[src/rtl/mem_io_bridge_if.sv]
`default_nettype none
// +--------------------------------------------------------------------------+
// | mem_io_bridge_if : processor-side memory bus (ADDR/DOUT/W out, DIN in)   |
// | Revision: 1.0                                                            |
// +--------------------------------------------------------------------------+
interface mem_io_bridge_if;
   logic [15:0] addr;
   logic [15:0] dout;
   logic        w;
   logic [15:0] din;

   modport master (output addr, output dout, output w, input din);
   modport slave  (input addr, input dout, input w, output din);
endinterface
`default_nettype wire

[src/rtl/mem_io_bridge.sv]
`default_nettype none
// +--------------------------------------------------------------------------+
// | mem_io_bridge : word RAM plus LEDR/HEX/SW/timer registers, 1-cycle reads  |
// | Optional timer region 0x4xxx enabled by macro MEMIO_TIMER_EN.            |
// | Revision: 1.0                                                            |
// +--------------------------------------------------------------------------+
module mem_io_bridge #(
   parameter int RAM_AW = 8,
   parameter int LED_W  = 10,
   parameter int SW_W   = 10,
   parameter int TMR_W  = 16
) (
   input  logic              clk,
   input  logic              rst,
   mem_io_bridge_if.slave    bus,
   input  logic [SW_W-1:0]   sw,
   output logic [LED_W-1:0]  ledr,
   output logic [6:0]        hex0,
   output logic [6:0]        hex1,
   output logic [6:0]        hex2,
   output logic [6:0]        hex3,
   output logic [6:0]        hex4,
   output logic [6:0]        hex5,
   output logic              tmr_irq
);
   localparam logic [3:0] REG_RAM = 4'h0;
   localparam logic [3:0] REG_LED = 4'h1;
   localparam logic [3:0] REG_HEX = 4'h2;
   localparam logic [3:0] REG_SW  = 4'h3;
   localparam logic [3:0] REG_TMR = 4'h4;

   typedef enum logic [1:0] {SEL_NONE, SEL_RAM, SEL_PER} rd_sel_t;

   logic [3:0]       region;
   logic             hex_hit;
   logic             wr_ram;
   logic [15:0]      ram [0:(1<<RAM_AW)-1];
   logic [15:0]      ram_q;
   logic [15:0]      per_rd;
   logic [15:0]      per_q;
   logic [15:0]      tmr_rd;
   rd_sel_t          rd_sel;
   rd_sel_t          rd_sel_nxt;
   logic [6:0]       hex_r [6];
   logic [SW_W-1:0]  sw_s1;
   logic [SW_W-1:0]  sw_s2;

   assign region  = bus.addr[15:12];
   assign hex_hit = bus.addr[11:0] < 12'd6;
   // Gating with rst drops a RAM write whose edge lands while reset is held.
   assign wr_ram  = bus.w && (region == REG_RAM) && !rst;

   always_ff @(posedge clk) begin
      if (wr_ram) begin
         ram[bus.addr[RAM_AW-1:0]] <= bus.dout;
      end
      ram_q <= ram[bus.addr[RAM_AW-1:0]];
   end

   always_ff @(posedge clk or posedge rst) begin
      if (rst) begin
         ledr  <= '0;
         sw_s1 <= '0;
         sw_s2 <= '0;
         for (int i = 0; i < 6; i++) begin
            hex_r[i] <= 7'h7F;
         end
      end else begin
         sw_s1 <= sw;
         sw_s2 <= sw_s1;
         if (bus.w && region == REG_LED) begin
            ledr <= bus.dout[LED_W-1:0];
         end
         for (int i = 0; i < 6; i++) begin
            if (bus.w && region == REG_HEX && hex_hit && bus.addr[2:0] == 3'(i)) begin
               hex_r[i] <= bus.dout[6:0];
            end
         end
      end
   end

   assign hex0 = hex_r[0];
   assign hex1 = hex_r[1];
   assign hex2 = hex_r[2];
   assign hex3 = hex_r[3];
   assign hex4 = hex_r[4];
   assign hex5 = hex_r[5];

`ifdef MEMIO_TIMER_EN
   logic             tmr_en;
   logic             tmr_auto;
   logic             tmr_to;
   logic [TMR_W-1:0] tmr_load;
   logic [TMR_W-1:0] tmr_count;
   logic             wr_tmr;
   logic             tmr_timeout;

   assign wr_tmr      = bus.w && (region == REG_TMR);
   assign tmr_timeout = tmr_en && (tmr_count == '0);

   always_ff @(posedge clk or posedge rst) begin
      if (rst) begin
         tmr_en    <= 1'b0;
         tmr_auto  <= 1'b0;
         tmr_to    <= 1'b0;
         tmr_load  <= '0;
         tmr_count <= '0;
      end else begin
         if (tmr_timeout) begin
            tmr_to <= 1'b1;
            if (!tmr_auto) begin
               tmr_en <= 1'b0;
            end
         end else if (wr_tmr && bus.addr[1:0] == 2'd3) begin
            tmr_to <= 1'b0;
         end

         if (wr_tmr && bus.addr[1:0] == 2'd1) begin
            tmr_load  <= bus.dout[TMR_W-1:0];
            tmr_count <= bus.dout[TMR_W-1:0];
         end else if (tmr_timeout) begin
            if (tmr_auto) begin
               tmr_count <= tmr_load;
            end
         end else if (tmr_en) begin
            tmr_count <= tmr_count - TMR_W'(1);
         end

         // A CTRL write overrides the auto-stop of a coinciding one-shot timeout.
         if (wr_tmr && bus.addr[1:0] == 2'd0) begin
            tmr_en   <= bus.dout[0];
            tmr_auto <= bus.dout[1];
         end
      end
   end

   always_comb begin
      tmr_rd = '0;
      case (bus.addr[1:0])
         2'd0:    tmr_rd[1:0]       = {tmr_auto, tmr_en};
         2'd1:    tmr_rd[TMR_W-1:0] = tmr_load;
         2'd2:    tmr_rd[TMR_W-1:0] = tmr_count;
         default: tmr_rd[0]         = tmr_to;
      endcase
   end

   assign tmr_irq = tmr_to;
`else
   assign tmr_rd  = '0;
   assign tmr_irq = 1'b0;
`endif

   always_comb begin
      per_rd     = '0;
      rd_sel_nxt = SEL_NONE;
      case (region)
         REG_RAM: rd_sel_nxt = SEL_RAM;
         REG_LED: begin
            rd_sel_nxt         = SEL_PER;
            per_rd[LED_W-1:0]  = ledr;
         end
         REG_HEX: begin
            rd_sel_nxt = SEL_PER;
            for (int i = 0; i < 6; i++) begin
               if (hex_hit && bus.addr[2:0] == 3'(i)) begin
                  per_rd[6:0] = hex_r[i];
               end
            end
         end
         REG_SW: begin
            rd_sel_nxt        = SEL_PER;
            per_rd[SW_W-1:0]  = sw_s2;
         end
         REG_TMR: begin
            rd_sel_nxt = SEL_PER;
            per_rd     = tmr_rd;
         end
         default: rd_sel_nxt = SEL_NONE;
      endcase
   end

   always_ff @(posedge clk or posedge rst) begin
      if (rst) begin
         rd_sel <= SEL_NONE;
         per_q  <= '0;
      end else begin
         rd_sel <= rd_sel_nxt;
         per_q  <= per_rd;
      end
   end

   always_comb begin
      case (rd_sel)
         SEL_RAM: bus.din = ram_q;
         SEL_PER: bus.din = per_q;
         default: bus.din = 16'h0000;
      endcase
   end
endmodule
`default_nettype wire
[src/flat_wrapper.sv]
// flat-port wrapper written by rule: the top's interface ports become plain ports
module mem_io_bridge_flat 
#(
   parameter int RAM_AW = 8,
   parameter int LED_W  = 10,
   parameter int SW_W   = 10,
   parameter int TMR_W  = 16
)
  (clk, rst, sw, ledr, hex0, hex1, hex2, hex3, hex4, hex5, tmr_irq, bus_addr, bus_dout, bus_w, bus_din);
  mem_io_bridge_if bus_i ();
  input  logic clk;
  input  logic rst;
  input  logic [SW_W-1:0] sw;
  output logic [LED_W-1:0] ledr;
  output logic [6:0] hex0;
  output logic [6:0] hex1;
  output logic [6:0] hex2;
  output logic [6:0] hex3;
  output logic [6:0] hex4;
  output logic [6:0] hex5;
  output logic tmr_irq;
  input wire logic [$bits(bus_i.addr)-1:0] bus_addr;
  input wire logic [$bits(bus_i.dout)-1:0] bus_dout;
  input wire logic [$bits(bus_i.w)-1:0] bus_w;
  output wire logic [$bits(bus_i.din)-1:0] bus_din;
  assign bus_i.addr = bus_addr;
  assign bus_i.dout = bus_dout;
  assign bus_i.w = bus_w;
  assign bus_din = bus_i.din;
  mem_io_bridge #(.RAM_AW(RAM_AW), .LED_W(LED_W), .SW_W(SW_W), .TMR_W(TMR_W)) u_core (.clk(clk), .rst(rst), .bus(bus_i), .sw(sw), .ledr(ledr), .hex0(hex0), .hex1(hex1), .hex2(hex2), .hex3(hex3), .hex4(hex4), .hex5(hex5), .tmr_irq(tmr_irq));
endmodule
[config.mk]
export PLATFORM = sky130hd
export DESIGN_NAME = mem_io_bridge_flat
export DESIGN_NICKNAME = d
export VERILOG_FILES = /design/src/rtl/mem_io_bridge_if.sv /design/src/rtl/mem_io_bridge.sv /design/src/flat_wrapper.sv
export SDC_FILE = /design/constraint.sdc
export NUM_CORES = 2
export LEC_CHECK = 0
export CAP_MARGIN = 20
export CORE_MARGIN = 1
export CORE_UTILIZATION = 35
export CTS_CLUSTER_SIZE = 14
export DETAILED_ROUTE_END_ITERATION = 10
export DONT_BUFFER_PORTS = 1
export PLACE_DENSITY = 0.6
export SLEW_MARGIN = 30
export SYNTH_ARGS = -nofsm -noshare
export SYNTH_HDL_FRONTEND = slang
export SYNTH_SLANG_ARGS = --single-unit
[constraint.sdc]
create_clock -name clk -period 4.5 [get_ports clk]
set_clock_uncertainty 0.05 [all_clocks]
set_input_delay 0.45 -clock clk [delete_from_list [all_inputs] [get_ports clk]]
set_output_delay 0.45 -clock clk [all_outputs]
set_load 0.05 [all_outputs]
==> metrics.cfg <==
[status]
status=finished clean

[route]
routedWlPerCell_microns=33.4
vias_per_cell=5.74
drt_first_pass_iters=5
route.detailed.drc=0
num_vias=80300
wirelength_microns=467000
first_iter_violations=11800
ant_nets=0

[floorplan]
die_h_microns=679
start_util_pct=35.2
dieArea_sq_um=461000
core_area_sq_um=456000
pin_count=114
die_w_microns=679
row_count=248

[timing]
fin_crit_ns=4.04
finalWorstSetupSlack_ns=0.465
worstMarginPinSlew_ns=1.22
hold_violations=0
relSlewSlack_pct=18.6
max_freq_mhz=248
grt_setup_unrepaired=false
timing.final.crit_share_pct=89.7
drv_slew=0
finalSetupViolations=0

[power]
vdd.ir_drop.worst_uv=370
leakage_uw=0.0581
finalPower_uw=81400
powerDensity_nw_per_um2=436

[logic_synthesis]
synthCells=6916
synth_edf_count=4096
synthesis.area_sq_um=160000
yosysSeqAreaShare_pct=78.2
ys_ff_latch=4196
synth-main-ff-cell=edfxtp_1
syn_area_per_cell_sq_um=23.2
synth.distinct_cells=64
synth_async_sr_flop_share_pct=2.00
yosysWarnings=0
synthesis.nets=6963

[global_route]
grt_overflow=0
grt_max_degree=293
antenna_found_initial=53
grt.total_usage_pct=19.8
grt_pass1_vias=78900
grt_pass1_wl_microns=643000

[finish]
final_common_cell=edfxtp_1
stdcell_area_sq_um=187000
utilization_pct=41.0
fillerInstances=39300
finish.net_count=7665
final_cell_mix=edfxtp_1, mux4_2, buf_4, clkbuf_16, nor2_2
drive_above_1_share_pct=33.5
syn2layout_area_growth_pct=16.5

[clock_tree]
clock-sinks=4196
numCtsBuffers=407
root_buffer=clkbuf_16
insertion_delay_ns=1.02
htreeDepth=5
cts_tree=done
clk_path_buf_depth=4
cts_post_setup_buffers_inserted=0
clk_pin_slew_worst_paths_ns=0.06

[critical_path]
crit_top_cell=dlygate4sd3_1
worst_setup_path_end_kind=register
startpoint=bus_addr[7]
path_buf_inv=3
cp_slowest_cell=dlygate4sd3_1
crit_fanout=10
regToRegStartpoint=u_core.ram[43][9]
cp_data_arrival_time_ns=4.87
cpPeakStageDelay_ns=1.10
path_class=in2reg
crit_chain=dlygate4sd3_1 -> or2_2 -> nor2_1 -> buf_4 -> a22oi_1 -> a31oi_1 -> nor4_2 -> nand4_1 -> dlygate4sd3_1
crit_required_ns=5.33
start_kind=primary input
crit_family=buffers and inverters

[place]
post_dp_cell_area_sq_um=172000
pre_cts_ws_ns=0.351
gp_congestion=0.902
dp_hpwl_microns=271000
place.port_buffers=0

[min_path]
hold_start=bus_w
hp-class=in2reg

[job]
cap_viol_max_count=0

[logic make-up after synthesis]
group                    after synthesis  synth area share (%)
flip-flops                          4196                  78.2
multiplexers                        1301                  16.8
AND/OR/NAND/NOR                      581                  1.58
AO/OA/AOI/OAI                        428                  2.03
buffers and inverters                406                  1.32
adder cells (fa/ha/maj)                2                0.0156
other                                  1               0.00234
XOR/XNOR                               1               0.00546
[area by class of cell]
type                            count  area, sq um  share of cell area [%]
Antenna cell                       29         72.6                  0.0388
Tap cell                         6000         7510                    4.02
Clock inverter                    261         2720                    1.46
Clock buffer                      492        10600                    5.69
Timing Repair Buffer              689         6960                    3.72
Inverter                           10         38.8                  0.0207
Multi-Input combinational cell   2314        33500                    17.9
Sequential cell                  4196       125000                    67.1
[power by group]
group	internal (uW)	total (uW)	switching, uW
registers	42900	43100	210
logic	1500	4040	2540
clock network	19400	34200	14900
[synth_stat cells, drive strengths merged, types with 12 or more instances]
master  instances  area (sq um)
edfxtp       4096        123000
mux4         1110         25000
nor2          325          1220
buf           224          1430
clkbuf        172           646
mux2i         127          1270
nand2         107           402
a22oi          91           683
a22o           74           648
a221oi         70           613
mux2           64           721
o22ai          44           275
dfrtp          42          1050
dfstp          42          1100
nand3          36           180
a21oi          31           155
o21ai          27           135
nand4          21           131
nor3           21           115
o32ai          17           149
dfxtp          16           320
a32oi          15           131
a31oi          14          87.6
a211oi         12          90.1
nor2b          12          75.1
[stage by stage]
step	setup TNS, ns	hold WS [ns]	instances
2_1_floorplan	0	0.281	6916
3_3_place_gp	-0.0932	0.288	13100
3_5_place_dp	0	0.287	13100
4_1_cts	0	0.00806	13900
5_1_grt	0	0.0427	14000
6_report	0	0.0705	14000
[flip-flops by register name, summed over array words and instances (netlist names)]
name	cells
u_core.hex0	7
u_core.hex1	7
u_core.hex2	7
u_core.hex3	7
u_core.hex4	7
u_core.hex5	7
u_core.ledr	10
u_core.per_q	10
u_core.ram	4096
u_core.ram_q	16
u_core.rd_sel	2
u_core.sw_s1	10
u_core.sw_s2	10
[path summary, 6_finish.rpt]
kind,endpoint,slack [ns],cells after the start
worst min-delay path,u_core.ledr[2],0.07,2
worst min register to register,u_core.sw_s2[5],0.30,0
worst max-delay path,u_core.ram_q[14],0.46,9
worst max register to register,u_core.ram_q[9],0.82,9
min in group asynchronous,u_core.hex1[4],0.10,2
max in group asynchronous,u_core.ledr[8],3.45,3
[routing by layer]
layer | up-vias | wire, microns | global-route usage [%]
met5 | - | 91 | 0
met4 | 10 | 21600 | 8.05
met3 | 903 | 50800 | 5.14
met2 | 4732 | 213000 | 30.2
met1 | 43600 | 182000 | 27.1
li1 | 31100 | - | -
[repair_timing]
action / 4_1_cts / 5_1_grt
gates resized for setup: 0 / 0
hold buffers: 64 / 11
hold endpoints to repair: 4236 / 358
(Power assumes the default switching activity.)
